[src/rtl/imm_gen_pipe_pkg.sv]
// Shared constants for the immediate generator: format codes and the
// RV major opcodes that carry an immediate.
package imm_pkg;

   localparam int FMT_W = 3;

   typedef enum logic [FMT_W-1:0] {
      FMT_NONE = 3'd0,
      FMT_I    = 3'd1,
      FMT_S    = 3'd2,
      FMT_B    = 3'd3,
      FMT_U    = 3'd4,
      FMT_J    = 3'd5
   } fmt_e;

   localparam logic [6:0] OP_LOAD   = 7'b0000011;
   localparam logic [6:0] OP_IMM    = 7'b0010011;
   localparam logic [6:0] OP_IMM32  = 7'b0011011;
   localparam logic [6:0] OP_JALR   = 7'b1100111;
   localparam logic [6:0] OP_STORE  = 7'b0100011;
   localparam logic [6:0] OP_BRANCH = 7'b1100011;
   localparam logic [6:0] OP_LUI    = 7'b0110111;
   localparam logic [6:0] OP_AUIPC  = 7'b0010111;
   localparam logic [6:0] OP_JAL    = 7'b1101111;

   // Occupancy limit of the result buffer.
   localparam int BUF_DEPTH = 2;

endpackage

[src/rtl/imm_gen_pipe_if.sv]
// Instruction-in / result-out handshake bundle of the immediate generator.
interface imm_gen_pipe_if
   import imm_pkg::*;
#(
   parameter int XLEN  = 64,
   parameter int CNT_W = 16
);

   logic             in_valid;
   logic             in_ready;
   logic [31:0]      instr;
   logic             out_valid;
   logic             out_ready;
   logic [XLEN-1:0]  imm;
   logic [FMT_W-1:0] fmt;
   logic             illegal;
   logic [CNT_W-1:0] illegal_cnt;

   // Generator side.
   modport slave (
      input  in_valid, instr, out_ready,
      output in_ready, out_valid, imm, fmt, illegal, illegal_cnt
   );

   // Producer / consumer side.
   modport master (
      output in_valid, instr, out_ready,
      input  in_ready, out_valid, imm, fmt, illegal, illegal_cnt
   );

endinterface

[src/rtl/imm_gen_pipe_decode.sv]
// Purely combinational opcode classification and immediate extraction.
// The 32-bit immediate is assembled as a signed value whose top bit is
// always instr[31], then sign-extended to XLEN.
module imm_decode
   import imm_pkg::*;
#(
   parameter int XLEN = 64
) (
   input  logic [31:0]            instr,
   output logic signed [XLEN-1:0] imm,
   output fmt_e                   fmt,
   output logic                   illegal
);

   logic [6:0]         opcode;
   logic signed [31:0] raw;

   assign opcode = instr[6:0];

   // Classify the opcode and pick the bit layout of its immediate.
   always_comb begin
      fmt     = FMT_NONE;
      illegal = 1'b0;
      raw     = '0;
      unique case (opcode)
         OP_LOAD, OP_IMM, OP_IMM32, OP_JALR: begin
            fmt = FMT_I;
            raw = {{20{instr[31]}}, instr[31:20]};
         end
         OP_STORE: begin
            fmt = FMT_S;
            raw = {{20{instr[31]}}, instr[31:25], instr[11:7]};
         end
         OP_BRANCH: begin
            fmt = FMT_B;
            raw = {{19{instr[31]}}, instr[31], instr[7], instr[30:25],
                   instr[11:8], 1'b0};
         end
         OP_LUI, OP_AUIPC: begin
            fmt = FMT_U;
            raw = {instr[31:12], 12'b0};
         end
         OP_JAL: begin
            fmt = FMT_J;
            raw = {{11{instr[31]}}, instr[31], instr[19:12], instr[20],
                   instr[30:21], 1'b0};
         end
         default: begin
            fmt     = FMT_NONE;
            illegal = 1'b1;
            raw     = '0;
         end
      endcase
   end

   // Signed size cast replicates raw[31] up to XLEN.
   assign imm = XLEN'(raw);

endmodule

[src/rtl/imm_gen_pipe.sv]
// Immediate generator: combinational decode feeding a 2-entry result
// buffer with valid/ready on both sides, plus a saturating counter of
// accepted illegal words. in_ready depends only on registered occupancy.
module imm_gen_pipe
   import imm_pkg::*;
#(
   parameter int XLEN  = 64,
   parameter int CNT_W = 16
) (
   input  logic          clk,
   input  logic          rst_n,
   imm_gen_pipe_if.slave bus
);

   // Counter increment that sticks at all-ones instead of wrapping.
   function automatic logic [CNT_W-1:0] sat_inc(input logic [CNT_W-1:0] v);
      return (&v) ? v : v + 1'b1;
   endfunction

   // Stage p0: decode of the incoming word
   logic signed [XLEN-1:0] dec_imm_p0;
   fmt_e                   dec_fmt_p0;
   logic                   dec_ill_p0;

   imm_decode #(.XLEN(XLEN)) u_decode (
      .instr   (bus.instr),
      .imm     (dec_imm_p0),
      .fmt     (dec_fmt_p0),
      .illegal (dec_ill_p0)
   );

   // Stage p1: buffered results
   logic signed [XLEN-1:0]  buf_imm_p1 [BUF_DEPTH];
   logic [FMT_W-1:0]        buf_fmt_p1 [BUF_DEPTH];
   logic                    buf_ill_p1 [BUF_DEPTH];

   logic [1:0]       count_q;
   logic             wr_ptr_q;
   logic             rd_ptr_q;
   logic [CNT_W-1:0] ill_cnt_q;

   logic in_ready;
   logic vld_p1;
   logic acc;
   logic pop;

   assign in_ready = (count_q < 2'(BUF_DEPTH));
   assign vld_p1   = (count_q != 2'd0);
   assign acc      = bus.in_valid && in_ready;
   assign pop      = vld_p1 && bus.out_ready;

   // Data storage: written on accept only, never reset.
   always_ff @(posedge clk) begin
      if (acc) begin
         buf_imm_p1[wr_ptr_q] <= dec_imm_p0;
         buf_fmt_p1[wr_ptr_q] <= dec_fmt_p0;
         buf_ill_p1[wr_ptr_q] <= dec_ill_p0;
      end
   end

   // Occupancy and 1-bit pointers; a simultaneous accept and pop keeps the count.
   always_ff @(posedge clk or negedge rst_n) begin
      if (!rst_n) begin
         count_q  <= 2'd0;
         wr_ptr_q <= 1'b0;
         rd_ptr_q <= 1'b0;
      end else begin
         if (acc) wr_ptr_q <= wr_ptr_q + 1'b1;
         if (pop) rd_ptr_q <= rd_ptr_q + 1'b1;
         unique case ({acc, pop})
            2'b10:   count_q <= count_q + 2'd1;
            2'b01:   count_q <= count_q - 2'd1;
            default: count_q <= count_q;
         endcase
      end
   end

   // Count accepted illegal words, holding at the maximum.
   always_ff @(posedge clk or negedge rst_n) begin
      if (!rst_n) begin
         ill_cnt_q <= '0;
      end else if (acc && dec_ill_p0) begin
         ill_cnt_q <= sat_inc(ill_cnt_q);
      end
   end

   // Present the head entry, or zeros when the buffer is empty.
   always_comb begin
      bus.imm     = '0;
      bus.fmt     = FMT_NONE;
      bus.illegal = 1'b0;
      if (vld_p1) begin
         bus.imm     = buf_imm_p1[rd_ptr_q];
         bus.fmt     = buf_fmt_p1[rd_ptr_q];
         bus.illegal = buf_ill_p1[rd_ptr_q];
      end
   end

   assign bus.in_ready    = in_ready;
   assign bus.out_valid   = vld_p1;
   assign bus.illegal_cnt = ill_cnt_q;

endmodule

[src/flat_wrapper.sv]
// flat-port wrapper written by rule: the top's interface ports become plain ports
module imm_gen_pipe_flat import imm_pkg::*;
#(
   parameter int XLEN  = 64,
   parameter int CNT_W = 16
)
  (clk, rst_n, bus_in_valid, bus_instr, bus_out_ready, bus_in_ready, bus_out_valid, bus_imm, bus_fmt, bus_illegal, bus_illegal_cnt);
  imm_gen_pipe_if #(.XLEN(XLEN), .CNT_W(CNT_W)) bus_i ();
  input  logic clk;
  input  logic rst_n;
  input wire logic [$bits(bus_i.in_valid)-1:0] bus_in_valid;
  input wire logic [$bits(bus_i.instr)-1:0] bus_instr;
  input wire logic [$bits(bus_i.out_ready)-1:0] bus_out_ready;
  output wire logic [$bits(bus_i.in_ready)-1:0] bus_in_ready;
  output wire logic [$bits(bus_i.out_valid)-1:0] bus_out_valid;
  output wire logic [$bits(bus_i.imm)-1:0] bus_imm;
  output wire logic [$bits(bus_i.fmt)-1:0] bus_fmt;
  output wire logic [$bits(bus_i.illegal)-1:0] bus_illegal;
  output wire logic [$bits(bus_i.illegal_cnt)-1:0] bus_illegal_cnt;
  assign bus_i.in_valid = bus_in_valid;
  assign bus_i.instr = bus_instr;
  assign bus_i.out_ready = bus_out_ready;
  assign bus_in_ready = bus_i.in_ready;
  assign bus_out_valid = bus_i.out_valid;
  assign bus_imm = bus_i.imm;
  assign bus_fmt = bus_i.fmt;
  assign bus_illegal = bus_i.illegal;
  assign bus_illegal_cnt = bus_i.illegal_cnt;
  imm_gen_pipe #(.XLEN(XLEN), .CNT_W(CNT_W)) u_core (.clk(clk), .rst_n(rst_n), .bus(bus_i));
endmodule
[config.mk]
export PLATFORM = sky130hd
export DESIGN_NAME = imm_gen_pipe_flat
export DESIGN_NICKNAME = d
export VERILOG_FILES = /design/src/rtl/imm_gen_pipe_pkg.sv /design/src/rtl/imm_gen_pipe_if.sv /design/src/rtl/imm_gen_pipe_decode.sv /design/src/rtl/imm_gen_pipe.sv /design/src/flat_wrapper.sv
export SDC_FILE = /design/constraint.sdc
export NUM_CORES = 1
export LEC_CHECK = 0
export ABC_AREA = 1
export CAP_MARGIN = 20
export CORE_MARGIN = 3
export CORE_UTILIZATION = 50
export DETAILED_ROUTE_END_ITERATION = 12
export GPL_TIMING_DRIVEN = 0
export PLACE_DENSITY_LB_ADDON = 0.15
export SKIP_LAST_GASP = 1
export SYNTH_ARGS = -nofsm -noshare
export SYNTH_HDL_FRONTEND = slang
export SYNTH_HIERARCHICAL = 1
export SYNTH_SLANG_ARGS = --single-unit
export TNS_END_PERCENT = 50
[constraint.sdc]
create_clock -name clk -period 4 [get_ports clk]
set_clock_uncertainty 0.15 [all_clocks]
set_input_delay 0.4 -clock clk [delete_from_list [all_inputs] [get_ports clk]]
set_output_delay 0.4 -clock clk [all_outputs]
set_load 0.05 [all_outputs]
Word-level counts from Yosys, hierarchy flattened
Memory sizes are Yosys's and may differ from the RTL's.
Cells that the tools add are included.

storage, ports and cells
  memories = 3
  logic and storage cells = 44
  memory bits (writable) = 136
  register bits after elaboration = 20

memory list
  memory             words  width  rd ports  clocked after memory_dff  write ports  line                text
  u_core.buf_imm_p1  2      64     1         0                         1            imm_gen_pipe.sv:33  logic signed [XLEN-1:0] buf_imm_p1 [BUF_DEPTH];
  u_core.buf_fmt_p1  2      3      1         0                         1            imm_gen_pipe.sv:34  logic [FMT_W-1:0] buf_fmt_p1 [BUF_DEPTH];
  u_core.buf_ill_p1  2      1      1         0                         1            imm_gen_pipe.sv:35  logic buf_ill_p1 [BUF_DEPTH];

operators by class
  bitwise gates (word level) = 1
  order comparisons = 1
  eq/ne operators = 11
  add/subtract/negate cells = 5
  mux-type cells = 9
  reduce and logical (&&, ||, !) cells = 10

operators with widths
  kind                     number
  $pmux W32 S5             1
  $mux W64                 1
  $eq A7 B5 Y1 const B     3
  $eq A7 B7 Y1 const B     3
  $add A16 B1 Y16 const B  1
  $reduce_and A16 Y1       1
  $pmux W3 S5              1
  $eq A7 B6 Y1 const B     2
  $reduce_or A9 Y1         1
  $eq A7 B2 Y1 const B     1
  $mux W1                  4
  $pmux W2 S2              1
  $reduce_bool A2 Y1       2
  $reduce_or A4 Y1         1
  $logic_and A1 B1 Y1      3
  $mux W3                  1
  $add A1 B1 Y1 const B    2
  $add A2 B1 Y2 const B    1
  $eq A2 B1 Y1 const B     1
  $eq A2 B2 Y1 const B     1
  $lt A2 B2 Y1 const B     1
  $reduce_and A2 Y1        1
  $reduce_or A2 Y1         1
  $sub A2 B1 Y2 const B    1
  $not A1 Y1               1

Logic depth before layout (Yosys ltp)
  depth after elaboration = 5
  gate-level depth with buffers = 15

By module
Netlist, hierarchy kept.

by module, submodules not included
  module        times used  seq. area each (sq um)  cells an instance  area an instance (sq um)
  imm_gen_pipe  1           4584.4                  522                6247.2
  imm_decode    1           0.0                     252                1194.9

Worst setup path before layout
No wires, ideal clock.

  kind = register -> register
  from = register u_core.count_q[1]
  to = memory u_core.buf_fmt_p1[0][0], enable pin
  cell stages (with the launch flop) = 4
  data required time = 3.355 ns
  data arrival time = 3.650 ns
  buffers on the path = 0
  setup slack = -0.295 ns
  cells stage by stage = dfrtp_1 inv_2 nand2_1 nor2_1

between the ends
  longest elaborated chain between the ends = 4

ends and longest elaborated chain
  what                           line                text
  start: declaration             imm_gen_pipe.sv:37  logic [1:0] count_q;
  start signal: assignment       imm_gen_pipe.sv:71  2'b10: count_q <= count_q + 2'd1;
  start signal: assignment       imm_gen_pipe.sv:72  2'b01: count_q <= count_q - 2'd1;
  start signal: assignment       imm_gen_pipe.sv:73  default: count_q <= count_q;
  $lt A2 B2 Y1                   imm_gen_pipe.sv:47  assign in_ready = (count_q < 2'(BUF_DEPTH));
  via bus_in_ready               flat_wrapper.sv:14  output wire logic [$bits(bus_i.in_ready)-1:0] bus_in_ready;
  $logic_and A1 B1 Y1            imm_gen_pipe.sv:49  assign acc = bus.in_valid && in_ready;
  $mux W1                        imm_gen_pipe.sv:54  if (acc) begin
  $mux W1 (not written as such)  imm_gen_pipe.sv:56  buf_fmt_p1[wr_ptr_q] <= dec_fmt_p0;
  end: declaration               imm_gen_pipe.sv:34

The timed path passes the listed nets, and every way through them passes these cells.

Worst setup path after layout
  from = register u_core.rd_ptr_q
  to = output bus_imm[13]

between the ends
  longest elaborated chain between the ends = 2

ends and longest elaborated chain
  what                      line                text
  start: declaration        imm_gen_pipe.sv:39  logic rd_ptr_q;
  start signal: assignment  imm_gen_pipe.sv:69  if (pop) rd_ptr_q <= rd_ptr_q + 1'b1;
  $mem_v2 Z2 W64            --
  $mux W64                  imm_gen_pipe.sv:92  if (vld_p1) begin
  end: declaration          flat_wrapper.sv:16  output wire logic [$bits(bus_i.imm)-1:0] bus_imm;

Every way passes these cells.

==> impl_metrics.tcl <==
set metrics [dict create \
    r2r-start "u_core/count_q[1]" \
    ant_nets 0 \
    rows 43 \
    final_area_um2 9650 \
    tns_ns 0 \
    yosysWarnings 6 \
    finalHoldViolations 0 \
    worstHoldPathType "input port to asynchronous set/reset pin" \
    synth_area_um2 7440 \
    power.density_nw_per_um2 782 \
    antenna_found_initial 0 \
    fmax_mhz 309 \
    die_height_um 128 \
    fillCellCount 1076 \
    ctsResizeCount 0 \
    grt_pass1_wl_um 28500 \
    gr-total-overflow 0 \
    clock_path_buffers 2 \
    placed_area_um2 9020 \
    maxSlewViolCount 0 \
    avgSynthCellArea_um2 9.62 \
    setup_viol 0 \
    viasPerCell 5.21 \
    die_w_um 128 \
    cp_top_family "buffers and inverters" \
    grt_max_degree 31 \
    slew_headroom_pct 51.3 \
    critPathLaunch "u_core/rd_ptr_q" \
    design.core.area_um2 14200 \
    cts_sinks 156 \
    critPathSlowestCell "clkdlybuf4s50_1" \
    final_cell_count_no_fill 1113 \
    crit_type "flop to output pin" \
    max_slew.worst_pin.slew_ns 0.728 \
    synthToLayoutAreaGrowth_pct 29.6 \
    grt_pass1_vias 5750 \
    die_area_um2 16400 \
    first_iter_violations 512 \
    cts.htree.levels 4 \
    dp.cells 1080 \
    status "completed" \
    worst_ir_drop_vdd_mv 0.468 \
    p_total_w 0.00754 \
    tritoncts "done" \
    cp_num_buf_inv 4 \
    seq_area_frac_synth_pct 61.6 \
    drive_gt1_share_pct 13.3 \
    worstPathCellList "buf_2 > inv_2 > clkbuf_1 > nand2_1 > a21oi_1 > clkdlybuf4s50_1" \
    cellLeakagePower_nw 4.02 \
    cp_data_arrival_time_ns 2.69 \
    synth_edf_count 136 \
    drt-wirelength-per-cell_um 15.9 \
    pin_count 122 \
    clk_pin_slew_ns 0.06 \
    synth_top_flop_cell "edfxtp_1" \
    grt_use_total_pct 22.1 \
    drc 0 \
    post-cts-setup-buffer-count 0 \
    cap_violations 0 \
    fin_crit_ns 3.24 \
    io_buffer_count 121 \
    n_antenna_cell 0 \
    ys_ff_latch 156 \
    postCtsHoldBufs 0 \
    cts-buffers-inserted 17 \
    synth_cell_types 26 \
    clk_latency_ns 0.41 \
    num_vias 5796 \
    finalCritPeriodShare_pct 81.0 \
    rsz0062_at_grt "no" \
    synth.net_count 812 \
    gp_congestion 0.881 \
    worst-path-max-fanout 10 \
    final_net_count 958 \
    cts_root_buf "clkbuf_16" \
    hpwl_um 12300 \
    cp-end-kind "output pin" \
    cp-start-kind "flop" \
    ys_async_sr_fraction_pct 12.8 \
    initial_core_util_pct 52.4 \
    dr.pass1.iters 5 \
    wl_um 17700 \
    postSynthCellCount 774 \
    worstPathRequired_ns 3.45 \
    slowest_delay_ns 0.84 \
]
-- logic make-up (layout without fill, tap and decap cells) --
group | after synthesis | after routing | synth area share, %
and+or+nand+nor | 423 | 423 | 24.2
DFF | 156 | 156 | 61.6
buffers and inverters | 105 | 264 | 7.38
AOI/OAI and AO/OA | 79 | 79 | 5.46
xor gates and xnor gates | 9 | 9 | 1.06
adders and majority gates | 2 | 2 | 0.336
-- worst paths after layout --
path                            depth (start not counted)  slack (ns)                         end
worst max-delay path                                    6        0.76                 bus_imm[13]
min in group clk                                        2        0.39  u_core/bus.illegal_cnt[14]
worst max register to register                          4        1.91    u_core/buf_imm_p1[0][22]
worst min register to register                          2        0.39  u_core/bus.illegal_cnt[14]
max in group asynchronous                               2        3.16   u_core/bus.illegal_cnt[2]
worst min-delay path                                    1        0.13           u_core/count_q[0]
-- power breakdown --
| group | internal, W | switching [W] |
|---|---|---|
| logic | 0.00110 | 0.00263 |
| clock network | 0.000973 | 0.000645 |
| registers | 0.00209 | 0.000105 |
| total | 0.00416 | 0.00338 |
-- sequential cells by signal, summed over array words and instances (netlist names) --
name and count:
u_core/rd_ptr_q 1, u_core/wr_ptr_q 1, u_core/count_q 2, u_core/buf_imm_p1 128, u_core/buf_ill_p1 2, u_core/bus.illegal_cnt 16
u_core/buf_fmt_p1 6
-- per-stage QoR --
stage	setup slack, ns	util, %	hold slack (ns)
floorplan	-0.295	-	-0.0456
global placement	-2.06	62.5	0.354
detailed placement	1.08	63.5	0.369
CTS	0.733	67.7	0.385
global route	0.649	67.9	0.141
finish	0.761	67.9	0.129
-- cells in the mapped netlist (4+ instances only) --
library cell	instances	area, um^2
buf_2	19	95.1
nor2_4	5	56.3
nor2_1	53	199
nand2_2	5	31.3
nand2_1	278	1040
inv_1	31	116
clkbuf_1	15	56.3
inv_2	5	18.8
o21ai_0	4	20.0
buf_4	35	263
xnor2_1	5	43.8
nand3_1	63	315
xor2_1	4	35.0
dfrtp_1	20	500
nor2_2	7	43.8
a21oi_1	69	345
edfxtp_1	136	4080
-- routing by layer --
metal	global-route usage, %	wire, um	vias to the layer above
met3	4.29	831	22
met1	28.8	7570	2758
met4	7.30	277	0
met5	0	0	-
met2	37.5	9010	176
li1	-	-	2840
-- layout make-up --
type | instances | area (um^2) | share of cell area (%)
sequential | 156 | 4580 | 47.5
multi-input combinational | 513 | 2320 | 24.1
timing repair buffer | 127 | 1360 | 14.1
clock buffer | 20 | 467 | 4.84
buffer | 69 | 414 | 4.29
tap | 180 | 225 | 2.33
clock inverter | 12 | 136 | 1.41
inverter | 36 | 135 | 1.40
-- placed cells by master, fill, tap and decap left out --
master and instances:
buf_16 4, ha_1 2, nand3b_1 3, clkinvlp_4 3
o21ai_0 4, inv_6 2, clkdlybuf4s50_1 121, clkbuf_8 3
buf_12 2, buf_4 35, nand2_2 5, nor2_1 51
nand2_1 278, clkbuf_1 15, buf_2 19, clkbuf_16 17
bufinv_16 2, nor2_2 7, inv_2 5, clkinv_2 2
clkinv_4 3, xor2_1 4, nor2_4 7, nand3_2 3
edfxtp_1 136, xnor2_1 5, nand2_4 1, nand4_1 3
nand3_1 63, inv_1 31, nand4_4 1, dfrtp_1 20
o21ai_2 3, a21oi_1 69, nor3_1 1, o21ai_1 3
Note: power is estimated with default switching activity, not from simulation.
